`src/rtl/reducer_accumulate_ctrl_if.sv`:
```
// reducer_accumulate_ctrl_if: operand-pair input stream and result output stream of the accumulator
//   in_valid/in_ready/in_a/in_b/in_last : operand pairs, producer -> controller
//   out_valid/out_ready/out_sum/out_beats : one result per transaction, controller -> consumer
interface reducer_accumulate_ctrl_if #(
  parameter int WIDTH = 8,
  parameter int ACC_W = 16,
  parameter int CNT_W = 8
);
  logic in_valid, in_ready, in_last, out_valid, out_ready;
  logic [WIDTH-1:0] in_a, in_b;
  logic [ACC_W-1:0] out_sum;
  logic [CNT_W-1:0] out_beats;
  modport master(output in_valid, in_a, in_b, in_last, out_ready,
                 input in_ready, out_valid, out_sum, out_beats);
  modport slave(input in_valid, in_a, in_b, in_last, out_ready,
                output in_ready, out_valid, out_sum, out_beats);
endinterface

```
`src/rtl/reducer_accumulate_ctrl.sv`:
```
// reducer_accumulate_ctrl: time-shared 4:2 reducer folding operand pairs into a redundant sum, resolved chunkwise
//   clk, rst (async, active-high); bus: slave side of reducer_accumulate_ctrl_if
module reducer_accumulate_ctrl #(
  parameter int WIDTH = 8,
  parameter int ACC_W = 16,
  parameter int CHUNK = 4,
  parameter int CNT_W = 8
) (
  input logic clk,
  input logic rst,
  reducer_accumulate_ctrl_if.slave bus
);
  localparam int NCH = ACC_W / CHUNK;
  localparam int IW = NCH > 1 ? $clog2(NCH) : 1;
  typedef enum logic [1:0] {ACCUM, RESOLVE, DONE} state_t;
  state_t state;
  logic [ACC_W-1:0] s, c, y, z, s1, c1, t, rsum, rcarry;
  logic [CNT_W-1:0] cnt;
  logic [IW-1:0] idx;
  logic cy;
  logic [CHUNK:0] part;
  // 4:2 reducer as two carry-save rows; the carry out of the top bit is dropped (mod 2^ACC_W)
  assign y = ACC_W'(bus.in_a);
  assign z = ACC_W'(bus.in_b);
  assign s1 = s ^ c ^ y;
  assign c1 = (s & c) | (s & y) | (c & y);
  assign t = ACC_W'({c1, 1'b0});
  assign rsum = s1 ^ z ^ t;
  assign rcarry = (s1 & z) | (s1 & t) | (z & t);
  assign part = {1'b0, s[idx*CHUNK +: CHUNK]} + {1'b0, c[idx*CHUNK +: CHUNK]} + (CHUNK+1)'(cy);
  assign bus.in_ready = state == ACCUM;
  always_ff @(posedge clk or posedge rst) begin
    if (rst) begin
      state <= ACCUM;
      s <= '0;
      c <= '0;
      cnt <= '0;
      idx <= '0;
      cy <= 1'b0;
      bus.out_valid <= 1'b0;
      bus.out_sum <= '0;
      bus.out_beats <= '0;
    end else begin
      case (state)
        ACCUM: if (bus.in_valid) begin
          s <= rsum;
          c <= ACC_W'({rcarry, 1'b0});
          cnt <= cnt + CNT_W'(~&cnt);
          if (bus.in_last) begin
            state <= RESOLVE;
            idx <= '0;
            cy <= 1'b0;
          end
        end
        RESOLVE: begin
          bus.out_sum[idx*CHUNK +: CHUNK] <= part[CHUNK-1:0];
          cy <= part[CHUNK];
          idx <= idx + IW'(1);
          if (idx == IW'(NCH - 1)) begin
            state <= DONE;
            bus.out_valid <= 1'b1;
            bus.out_beats <= cnt;
          end
        end
        DONE: if (bus.out_ready) begin
          state <= ACCUM;
          bus.out_valid <= 1'b0;
          s <= '0;
          c <= '0;
          cnt <= '0;
        end
        default: state <= ACCUM;
      endcase
    end
  end
endmodule
```
`src/flat_wrapper.sv`:
```
// flat-port wrapper written by rule: the top's interface ports become plain ports
module reducer_accumulate_ctrl_flat 
#(
  parameter int WIDTH = 8,
  parameter int ACC_W = 16,
  parameter int CHUNK = 4,
  parameter int CNT_W = 8
)
  (clk, rst, bus_in_valid, bus_in_a, bus_in_b, bus_in_last, bus_out_ready, bus_in_ready, bus_out_valid, bus_out_sum, bus_out_beats);
  reducer_accumulate_ctrl_if #(.WIDTH(WIDTH), .ACC_W(ACC_W), .CNT_W(CNT_W)) bus_i ();
  input logic clk;
  input logic rst;
  input wire logic [$bits(bus_i.in_valid)-1:0] bus_in_valid;
  input wire logic [$bits(bus_i.in_a)-1:0] bus_in_a;
  input wire logic [$bits(bus_i.in_b)-1:0] bus_in_b;
  input wire logic [$bits(bus_i.in_last)-1:0] bus_in_last;
  input wire logic [$bits(bus_i.out_ready)-1:0] bus_out_ready;
  output wire logic [$bits(bus_i.in_ready)-1:0] bus_in_ready;
  output wire logic [$bits(bus_i.out_valid)-1:0] bus_out_valid;
  output wire logic [$bits(bus_i.out_sum)-1:0] bus_out_sum;
  output wire logic [$bits(bus_i.out_beats)-1:0] bus_out_beats;
  assign bus_i.in_valid = bus_in_valid;
  assign bus_i.in_a = bus_in_a;
  assign bus_i.in_b = bus_in_b;
  assign bus_i.in_last = bus_in_last;
  assign bus_i.out_ready = bus_out_ready;
  assign bus_in_ready = bus_i.in_ready;
  assign bus_out_valid = bus_i.out_valid;
  assign bus_out_sum = bus_i.out_sum;
  assign bus_out_beats = bus_i.out_beats;
  reducer_accumulate_ctrl #(.WIDTH(WIDTH), .ACC_W(ACC_W), .CHUNK(CHUNK), .CNT_W(CNT_W)) u_core (.clk(clk), .rst(rst), .bus(bus_i));
endmodule
```
`config.mk`:
```
export PLATFORM = sky130hd
export DESIGN_NAME = reducer_accumulate_ctrl_flat
export DESIGN_NICKNAME = d
export VERILOG_FILES = /design/src/rtl/reducer_accumulate_ctrl_if.sv /design/src/rtl/reducer_accumulate_ctrl.sv /design/src/flat_wrapper.sv
export SDC_FILE = /design/constraint.sdc
export NUM_CORES = 1
export LEC_CHECK = 0
export ABC_AREA = 1
export BUFFER_PORTS_ARGS = -buffer_cell sky130_fd_sc_hd__buf_4
export CORE_ASPECT_RATIO = 1.1
export CORE_MARGIN = 1.5
export CORE_UTILIZATION = 40
export CTS_CLUSTER_SIZE = 10
export DETAILED_ROUTE_END_ITERATION = 8
export HOLD_SLACK_MARGIN = 0.12
export PLACE_DENSITY = 0.6
export SLEW_MARGIN = 40
export SYNTH_ARGS = -nofsm -noshare
export SYNTH_HDL_FRONTEND = slang
export SYNTH_SLANG_ARGS = --single-unit
```
`constraint.sdc`:
```
create_clock -name clk -period 3.65 [get_ports clk]
set_input_delay 0.73 -clock clk [delete_from_list [all_inputs] [get_ports clk]]
set_output_delay 0.73 -clock clk [all_outputs]
set_load 0.01 [all_outputs]
```
After elaboration in Yosys (flattened, before gate mapping) --
Cells that the tools add are included.
Cells by class: $add $sub $neg 5, equal/unequal tests 7, shift-type cells 4, mux-type cells 23, bitwise logic cells 14, reductions and logical operators 11
Operator list (count):
- $pmux 16 s2 | 2
- $or 15x15->15 | 4
- $mux 16 | 3
- $and 15x8->15 | 3
- $neg 4->34 | 1
- $shift 4x34->16 const A | 1
- $shiftx 4x34->16 | 1
- $shiftx 16x5->4 | 2
- $xor 16x16->16 | 2
- $xor 16x8->16 | 2
- $and 15x15->15 | 2
- $bwmux 16 | 1
- $mux 8 | 2
- $pmux 8 s2 | 1
- $and 8x15->15 | 1
- $mux 2 | 6
- $reduce_and 3->1 | 3
- $add 8x1->8 | 1
- $reduce_and 8->1 | 1
- $ne 2x2->1 const B | 3
- $pmux 2 s3 | 1
- $reduce_bool 2->1 | 3
- $add 4x4->5 | 1
- $add 5x1->5 | 1
- other kinds (11) | 16
Storage, ports and cells: register bits 70, output and inout port bits 26

Longest topological paths before layout --
Gate-level depths: netlist (run 1).
depth in word-level cells 8, depth in mapped cells 11, mapped depth without buffers 10

Worst setup path after synthesis (run 1) --
Ideal clock, no wire load.
path kind register to register, from reg u_core.idx[0], to reg u_core.bus.out_sum[14], library setup time 0.083 ns, arrival 2.323 ns, required time 3.567 ns, setup slack 1.245 ns, stages on the path, launching flop included 10, clock period less this slack 2.405 ns, path through dfrtp_1 clkinv_1 clkbuf_1 nor2_1 o22ai_1 fa_1 fa_1 xor2_1 nand3_1 o21ai_0
Between the ends: word-level cells in the longest chain between the ends 5, elaborated cells between the ends (all ways) 8, those cells by class add/sub: 3; shift: 4; mux: 1
RTL lines:
- from (decl) | line reducer_accumulate_ctrl.sv:19 | logic [IW-1:0] idx;
- from (signal assigned) | line reducer_accumulate_ctrl.sv:58 | idx <= idx + IW'(1);
- $shiftx 16x5->4 | line reducer_accumulate_ctrl.sv:30 | assign part = {1'b0, s[idx*CHUNK +: CHUNK]} + {1'b0, c[idx*CHUNK +: CHUNK]} + (CHUNK+1)'(cy);
- $add 4x4->5 | line reducer_accumulate_ctrl.sv:30
- $add 5x1->5 | line reducer_accumulate_ctrl.sv:30
- $shiftx 4x34->16 | line reducer_accumulate_ctrl.sv:56 | bus.out_sum[idx*CHUNK +: CHUNK] <= part[CHUNK-1:0];
- $bwmux 16 (*) | line reducer_accumulate_ctrl.sv:56
- to (signal, indexed assignment) | line reducer_accumulate_ctrl.sv:56
- to (decl) | line reducer_accumulate_ctrl_if.sv:16 | output in_ready, out_valid, out_sum, out_beats);
Every way passes the cells marked *; elsewhere a longest branch is shown, timed or not. A chain may end at the register's enable or synchronous reset.

Worst setup path after layout (run 1) --
Ends and elaborated chain as after synthesis.

==> summary.txt, run 1 <==
Power and ir drop
  • Sw Ratio: 0.443
  • Comb pwr share: 0.511
  • Pleak: 2.20 nW
  • Net Switching: 1.66 mW
  • Clock network power share: 0.139
  • Tot Pwr: 3.74 mW
  • Seq pwr share: 0.351
  • Internal: 2.08 mW
  • Max VDD drop: 326 µV
  • Power density over cell area: 862 mW/mm²

Synth
  • Post-Syn Area: 0.00374 mm²
  • Synth Register Bits: 69
  • Syn_area_per_cell: 9.88 µm²
  • Seq/Total Area, Yosys: 0.461
  • Count of cell types in the netlist: 28
  • Synth Instances: 379
  • Top-area cell type share of the netlist area: 0.461
  • Synthesis warning total: 0
  • Area contributors post-synth: dfrtp_1, ha_1, fa_1, nand2_1, a22o_1
  • Area leader, netlist: dfrtp_1
  • Net Count, Synth: 443

Worst setup path
  • Critical R2R Launch: u_core.idx[0]
  • Crit path largest cell delay: 440 ps
  • Buffers & Inverters on Critical Path: 2
  • CP Launch Point: u_core.idx[0]
  • WP data required: 3910 ps
  • Worst Setup EP: u_core.bus.out_sum[14]
  • CP arrival: 3180 ps
  • Startpoint Class: flip-flop
  • CP Depth: 9
  • Worst-path fanout max: 26
  • Worst reg2reg path endpoint: u_core.bus.out_sum[14]
  • Number of cells on the worst reg-to-reg path: 9
  • Reg2Reg Setup Slack: 730 ps
  • Crit end category: flip-flop
  • Top delay family on crit path: adder cells
  • Cell chain of the critical path: buf_4 -> clkinv_1 -> o21ai_0 -> o22ai_1 -> fa_1 -> fa_1 -> xor2_1 -> nand3_1 -> o21ai_0
  • Setup CP Type: flip-flop to flip-flop
  • Worst path slowest cell: clkinv_1

Die
  • Row count: 36
  • I/O pin count: 47
  • Die area: 0.00995 mm²
  • Core area: 0.00896 mm²
  • Starting density of the core: 0.418
  • Die Y: 104 µm
  • Die W: 95.3 µm

Routing
  • DR pass1 iterations: 4
  • DRC Markers: 0
  • WL final: 7930 µm
  • Routed WL per cell: 14.6 µm
  • Final ANT Viol Nets: 0
  • DR vias: 2866
  • Vias/cell: 5.29
  • Initial drt markers: 63

Timing
  • RSZ-0062 raised after global routing: no
  • Final Cycle Share: 0.800
  • Clock skew: 6.09 ps
  • Fmax: 343 MHz
  • Min Tclk post-route: 2920 ps
  • Endpoints failing hold: 0
  • Setup violators final: 0
  • Slew @ Worst Pin: 530 ps
  • Max-slew headroom: 0.646
  • Setup TNS: 0 ps
  • Max-slew violation count: 0

Global routing
  • Largest net degree at the start of global routing: 42
  • Global-route wire length before repair: 13400 µm
  • Vias in the first global route: 2780
  • Global route total overflow: 0
  • Global-route usage over all layers: 0.175
  • Antenna violations before repair: 0

Clock tree
  • CTS resizes: 0
  • Max H-tree Level: 3
  • Root Buffer: clkbuf_8
  • CTS tree: done
  • Post CTS Setup Buffer Count: 0
  • Clk_lat worst skew: 340 ps
  • CTS clock-pin slew for the worst setup and hold paths: 70 ps
  • # hold bufs at CTS: 0
  • Clk buf depth: 2
  • Clock tree sinks: 69
  • Num CTS Buffers: 9

Flow run
  • Max Cap Viol: 0

Finish
  • Register Area: 0.00173 mm²
  • Antenna Cells: 0
  • Layout cells sized above 1: 0.173
  • Area Growth Syn to Fin: 15.8%
  • # fillers: 883
  • Fin nets: 490
  • Multi-input combinational cell area: 0.00180 mm²

Placed design
  • PortBufs: 46
  • GP Congestion: 0.841
  • Hpwl dp: 5820 µm

Status
  • Status: complete, no violations

Worst hold path
  • Worst min-delay path class: input pin to asynchronous set/reset pin
-- how the worst min path moves through the flow --
| stage | start | endpoint | slack (ps) | cells past startpoint |
|---|---|---|---|---|
| 2_1_floorplan | u_core.c[8] | u_core.c[8] | 470 | 2 |
| 3_3_place_gp | u_core.bus.out_valid | u_core.bus.out_valid | 460 | 2 |
| 3_5_place_dp | u_core.bus.out_valid | u_core.bus.out_valid | 470 | 2 |
| 4_1_cts | rst | u_core.s[14] | 440 | 2 |
| 5_1_grt | rst | u_core.bus.out_beats[4] | 480 | 2 |
| 6_report | rst | u_core.bus.out_valid | 440 | 2 |
-- worst register-to-register path, cell delays in order, from the launching register on --
cell and delay, ps:
dfrtp_1 320, buf_4 250, clkinv_1 450, o21ai_0 340, o22ai_1 120, fa_1 430
fa_1 420, xor2_1 240, nand3_1 120, o21ai_0 160
-- cell usage in the layout, fill, tap and decap left out, types with 2 or more instances in the layout --
cell type	Yosys	layout
o21ai_1	13	13
clkinv_2	0	3
a22o_1	28	28
o22ai_1	7	7
a21oi_1	6	6
nand2_1	66	66
buf_4	0	47
nor2_4	2	2
clkinv_1	2	2
fa_1	16	16
inv_2	3	3
inv_1	31	30
o21ai_0	34	34
dfrtp_1	69	69
ha_1	27	27
nor3_1	2	2
nand3_1	14	14
nand4_1	8	8
clkbuf_8	0	10
nand2_2	4	4
nor2_1	28	28
-- layer usage --
layer | part of all wire | vias to the layer above | track usage
li1 | - | 1380 | -
met1 | 0.47 | 1391 | 0.243
met2 | 0.46 | 82 | 0.261
met3 | 0.045 | 13 | 0.0387
met4 | 0.022 | 0 | 0.0757
met5 | 0 | - | 0
-- final cells by class --
type	count	area share
sequential	69	0.398
multi-input combinational	262	0.416
tap	114	0.0329
timing repair buffer	48	0.0860
clock inverter	3	0.00346
clock buffer	10	0.0317
inverter	36	0.0317
-- through the flow --
stage | hold slack, ps | instances | instance area (µm²) | utilization | worst slack [ps]
2_1_floorplan | 470 | 379 | 3740 | - | 1180
3_3_place_gp | 458 | 529 | 4180 | 0.466 | 860
3_5_place_dp | 467 | 529 | 4180 | 0.467 | 768
4_1_cts | 444 | 542 | 4340 | 0.484 | 743
5_1_grt | 482 | 542 | 4340 | 0.484 | 450
6_report | 438 | 542 | 4340 | 0.484 | 731
-- flip-flops by register name, summed over array words and instances, names as in the netlist --
register / cells
u_core.state: 2
u_core.cnt: 8
u_core.bus.out_sum: 16
u_core.c: 15
u_core.idx: 2
u_core.s: 16
u_core.bus.out_beats: 8
u_core.cy: 1
u_core.bus.out_valid: 1
-- Yosys cell counts (all sizes together) --
cell,instances
nand4,8
xor2,1
clkinv,2
a311oi,1
o21ai,47
fa,16
clkbuf,4
xnor2,1
a22oi,1
buf,8
or2,1
inv,34
nand3,14
dfrtp,69
o22ai,7
ha,27
a31o,1
a21oi,6
a22o,28
nor2,30
nand2,71
nor3,2
-- power groups by stage --
stage / clock, mW / combinational [mW] / sequential (mW)
final: 0.519 / 1.91 / 1.31
after global routing: 0.571 / 2.20 / 1.35
after CTS: 0.540 / 1.93 / 1.31
after detailed placement: 0 / 1.92 / 1.32
after global placement: 0 / 1.88 / 1.32
after floorplan: 0 / 1.38 / 1.29
-- cell families (layout without fill, tap and decap cells) --
logic type | count (synthesis) | in the layout | share of synthesized area
AND/OR/NAND/NOR | 126 | 126 | 0.146
flip-flops | 69 | 69 | 0.461
XOR/XNOR | 2 | 2 | 0.00468
buffers and inverters | 48 | 97 | 0.0575
AO/OA/AOI/OAI | 91 | 91 | 0.155
adder cells (fa/ha/maj) | 43 | 43 | 0.176
No activity file was read; power rests on OpenSTA's default activity.
==> run 2, diff against run 1 <==
==> constraint.sdc (replaced) <==
create_clock -name clk -period 3.04 [get_ports clk]
set_input_delay 0.608 -clock clk [delete_from_list [all_inputs] [get_ports clk]]
set_output_delay 0.608 -clock clk [all_outputs]
set_load 0.01 [all_outputs]
==> run 2 against run 1 <==
- non-clock buffer count rose by 1
- count of clock-buffer cells in the layout unchanged
- total power up 25%
- combinational power grew 22%
- first-iteration DRC count up 110%
- global-route usage grew 0.82 points
- utilization is 0.49 points higher
- sequential share of layout area down 0.40 points
- design area rose by 1.0%
==> summary.txt, run 2 (synthesis results as in run 1) <==
Status
  • Status: complete, no violations (unchanged)

Power and ir drop
  • Internal: 2.59 mW (was 2.08 mW)
  • Max VDD drop: 459 µV (was 326 µV)
  • Power density over cell area: 1060 mW/mm² (was 862 mW/mm²)
  • Clock network power share: 0.159 (was 0.139)
  • Seq pwr share: 0.341 (was 0.351)
  • Tot Pwr: 4.65 mW (was 3.74 mW)
  • Sw Ratio: 0.444 (was 0.443)
  • Pleak: 2.22 nW (was 2.20 nW)
  • Comb pwr share: 0.500 (was 0.511)
  • Net Switching: 2.07 mW (was 1.66 mW)

Finish
  • Most frequent cells in the layout: dfrtp_1, nand2_1, buf_4, o21ai_0, inv_1 (unchanged)
  • Layout cells sized above 1: 0.178 (was 0.173)
  • Most common cell after layout, fill and taps aside: dfrtp_1 (unchanged)
  • Biggest regs: u_core.bus.out_sum: 16 flops, u_core.s: 16 flops, u_core.c: 15 flops (unchanged)
  • Non-Filler Instances: 546 (was 542)
  • Antenna Cells: 0 (unchanged)
  • Area Growth Syn to Fin: 16.9% (was 15.8%)
  • Final instance area: 0.00438 mm² (was 0.00434 mm²)
  • Fin nets: 491 (was 490)

Timing
  • Setup violators final: 0 (unchanged)
  • Fmax: 379 MHz (was 343 MHz)
  • Post-route worst setup slack: 399 ps (was 731 ps)
  • Endpoints failing hold: 0 (unchanged)
  • RSZ-0062 raised after global routing: no (unchanged)
  • Min Tclk post-route: 2640 ps (was 2920 ps)
  • Slew @ Worst Pin: 708 ps (was 530 ps)
  • Max-slew headroom: 0.527 (was 0.646)
  • Clock skew: 8.97 ps (was 6.09 ps)
  • Setup TNS: 0 ps (unchanged)
  • Max-slew violation count: 0 (unchanged)
  • Final Cycle Share: 0.869 (was 0.800)

Worst setup path
  • Crit end category: flip-flop (unchanged)
  • CP Launch Point: u_core.idx[0] (unchanged)
  • Number of cells on the worst reg-to-reg path: 8 (was 9)
  • Top delay family on crit path: adder cells (unchanged)
  • CP arrival: 2920 ps (was 3180 ps)
  • Setup CP Type: flip-flop to flip-flop (unchanged)
  • Buffers & Inverters on Critical Path: 1 (was 2)
  • Worst-path fanout max: 10 (was 26)
  • WP data required: 3320 ps (was 3910 ps)
  • Worst reg2reg path endpoint: u_core.bus.out_sum[14] (unchanged)
  • Crit path largest cell delay: 540 ps (was 440 ps)
  • Critical R2R Launch: u_core.idx[0] (unchanged)
  • Startpoint Class: flip-flop (unchanged)
  • Cell chain of the critical path: clkinv_1 -> o21ai_0 -> o22ai_1 -> fa_1 -> fa_1 -> xor2_1 -> nand3_1 -> o21ai_0 (was buf_4 -> clkinv_1 -> o21ai_0 -> o22ai_1 -> fa_1 -> fa_1 -> xor2_1 -> nand3_1 -> o21ai_0)
  • Reg2Reg Setup Slack: 400 ps (was 730 ps)
  • Worst path slowest cell: dfrtp_1 (was clkinv_1)

Routing
  • WL final: 8190 µm (was 7930 µm)
  • DRC Markers: 0 (unchanged)
  • Initial drt markers: 132 (was 63)
  • Routed WL per cell: 15.0 µm (was 14.6 µm)
  • Vias/cell: 5.24 (was 5.29)
  • DR pass1 iterations: 4 (unchanged)
  • Final ANT Viol Nets: 0 (unchanged)
  • DR vias: 2859 (was 2866)

Placed design
  • PortBufs: 46 (unchanged)
  • Post-Place Cells: 530 (was 529)
  • Cell Area, Placed: 0.00419 mm² (was 0.00418 mm²)
  • Setup Slack @ Placement: 449 ps (was 768 ps)
  • Hpwl dp: 6090 µm (was 5820 µm)
  • GP Congestion: 0.893 (was 0.841)

Global routing
  • Global-route wire length before repair: 14000 µm (was 13400 µm)
  • Global route total overflow: 0 (unchanged)
  • Vias in the first global route: 2865 (was 2780)
  • Largest net degree at the start of global routing: 39 (was 42)
  • Antenna violations before repair: 0 (unchanged)
  • Global-route usage over all layers: 0.183 (was 0.175)

Clock tree
  • CTS resizes: 0 (unchanged)
  • CTS tree: done (unchanged)
  • Num CTS Buffers: 9 (unchanged)
  • Post CTS Setup Buffer Count: 0 (unchanged)
  • Root Buffer: clkbuf_8 (unchanged)
  • # hold bufs at CTS: 0 (unchanged)
  • Clock tree sinks: 69 (unchanged)
  • CTS clock-pin slew for the worst setup and hold paths: 80 ps (was 70 ps)
  • Max H-tree Level: 3 (unchanged)
  • Clk_lat worst skew: 350 ps (was 340 ps)
  • Clk buf depth: 2 (unchanged)

Die
  • Die W: 95.3 µm (unchanged)
  • Row count: 36 (unchanged)
  • Core area: 0.00896 mm² (unchanged)
  • Starting density of the core: 0.418 (unchanged)
  • Die Y: 104 µm (unchanged)
  • Die area: 0.00995 mm² (unchanged)
  • I/O pin count: 47 (unchanged)

Worst hold path
  • Worst min-delay path class: input pin to asynchronous set/reset pin (unchanged)

Flow run
  • Max Cap Viol: 0 (unchanged)
-- run 2: cell types whose count changed in the layout (fill, tap and decap cells not counted), sizes merged --
cell,change
clkinvlp,+2
buf,+1
bufinv,+1
-- run 2: worst max-delay path by stage --
stage | end | cells after the start | slack, ps
after floorplan | u_core.bus.out_sum[14] | 9 | 630
after global placement | u_core.bus.out_sum[6] | 8 | 530
after detailed placement | u_core.bus.out_sum[14] | 8 | 450
after CTS | u_core.bus.out_sum[14] | 8 | 430
after global routing | u_core.bus.out_sum[14] | 8 | 120
final | u_core.bus.out_sum[14] | 8 | 400
-- run 2: power groups by stage --
stage	Combinational (mW)	Sequential (mW)	Clock [mW]
detailed placement	2.35	1.61	0
CTS	2.36	1.59	0.757
global route	2.66	1.64	0.806
global placement	2.25	1.60	0
finish	2.33	1.59	0.738
floorplan	1.65	1.55	0
-- run 2: metal layers --
layer  track usage  vias to the layer above  wire length (µm)
met4        0.0693                        0               175
met5             0                        -                 0
li1              -                     1388                 -
met3        0.0556                       20               380
met2         0.272                       85              3900
met1         0.250                     1366              3740
-- run 2: cell type report --
type | count | area, µm²
clock buffer | 10 | 128
clock inverter | 6 | 63.8
fill | 879 | 4580
inverter | 36 | 135
multi-input combinational | 262 | 1800
sequential | 69 | 1730
tap | 114 | 143
timing repair buffer | 49 | 380
-- run 2: per-stage QoR --
| step | utilization | hold slack (ps) |
|---|---|---|
| final | 0.489 | 372 |
| after global placement | 0.467 | 464 |
| after detailed placement | 0.467 | 471 |
| after CTS | 0.489 | 387 |
| after floorplan | - | 470 |
| after global routing | 0.489 | 422 |
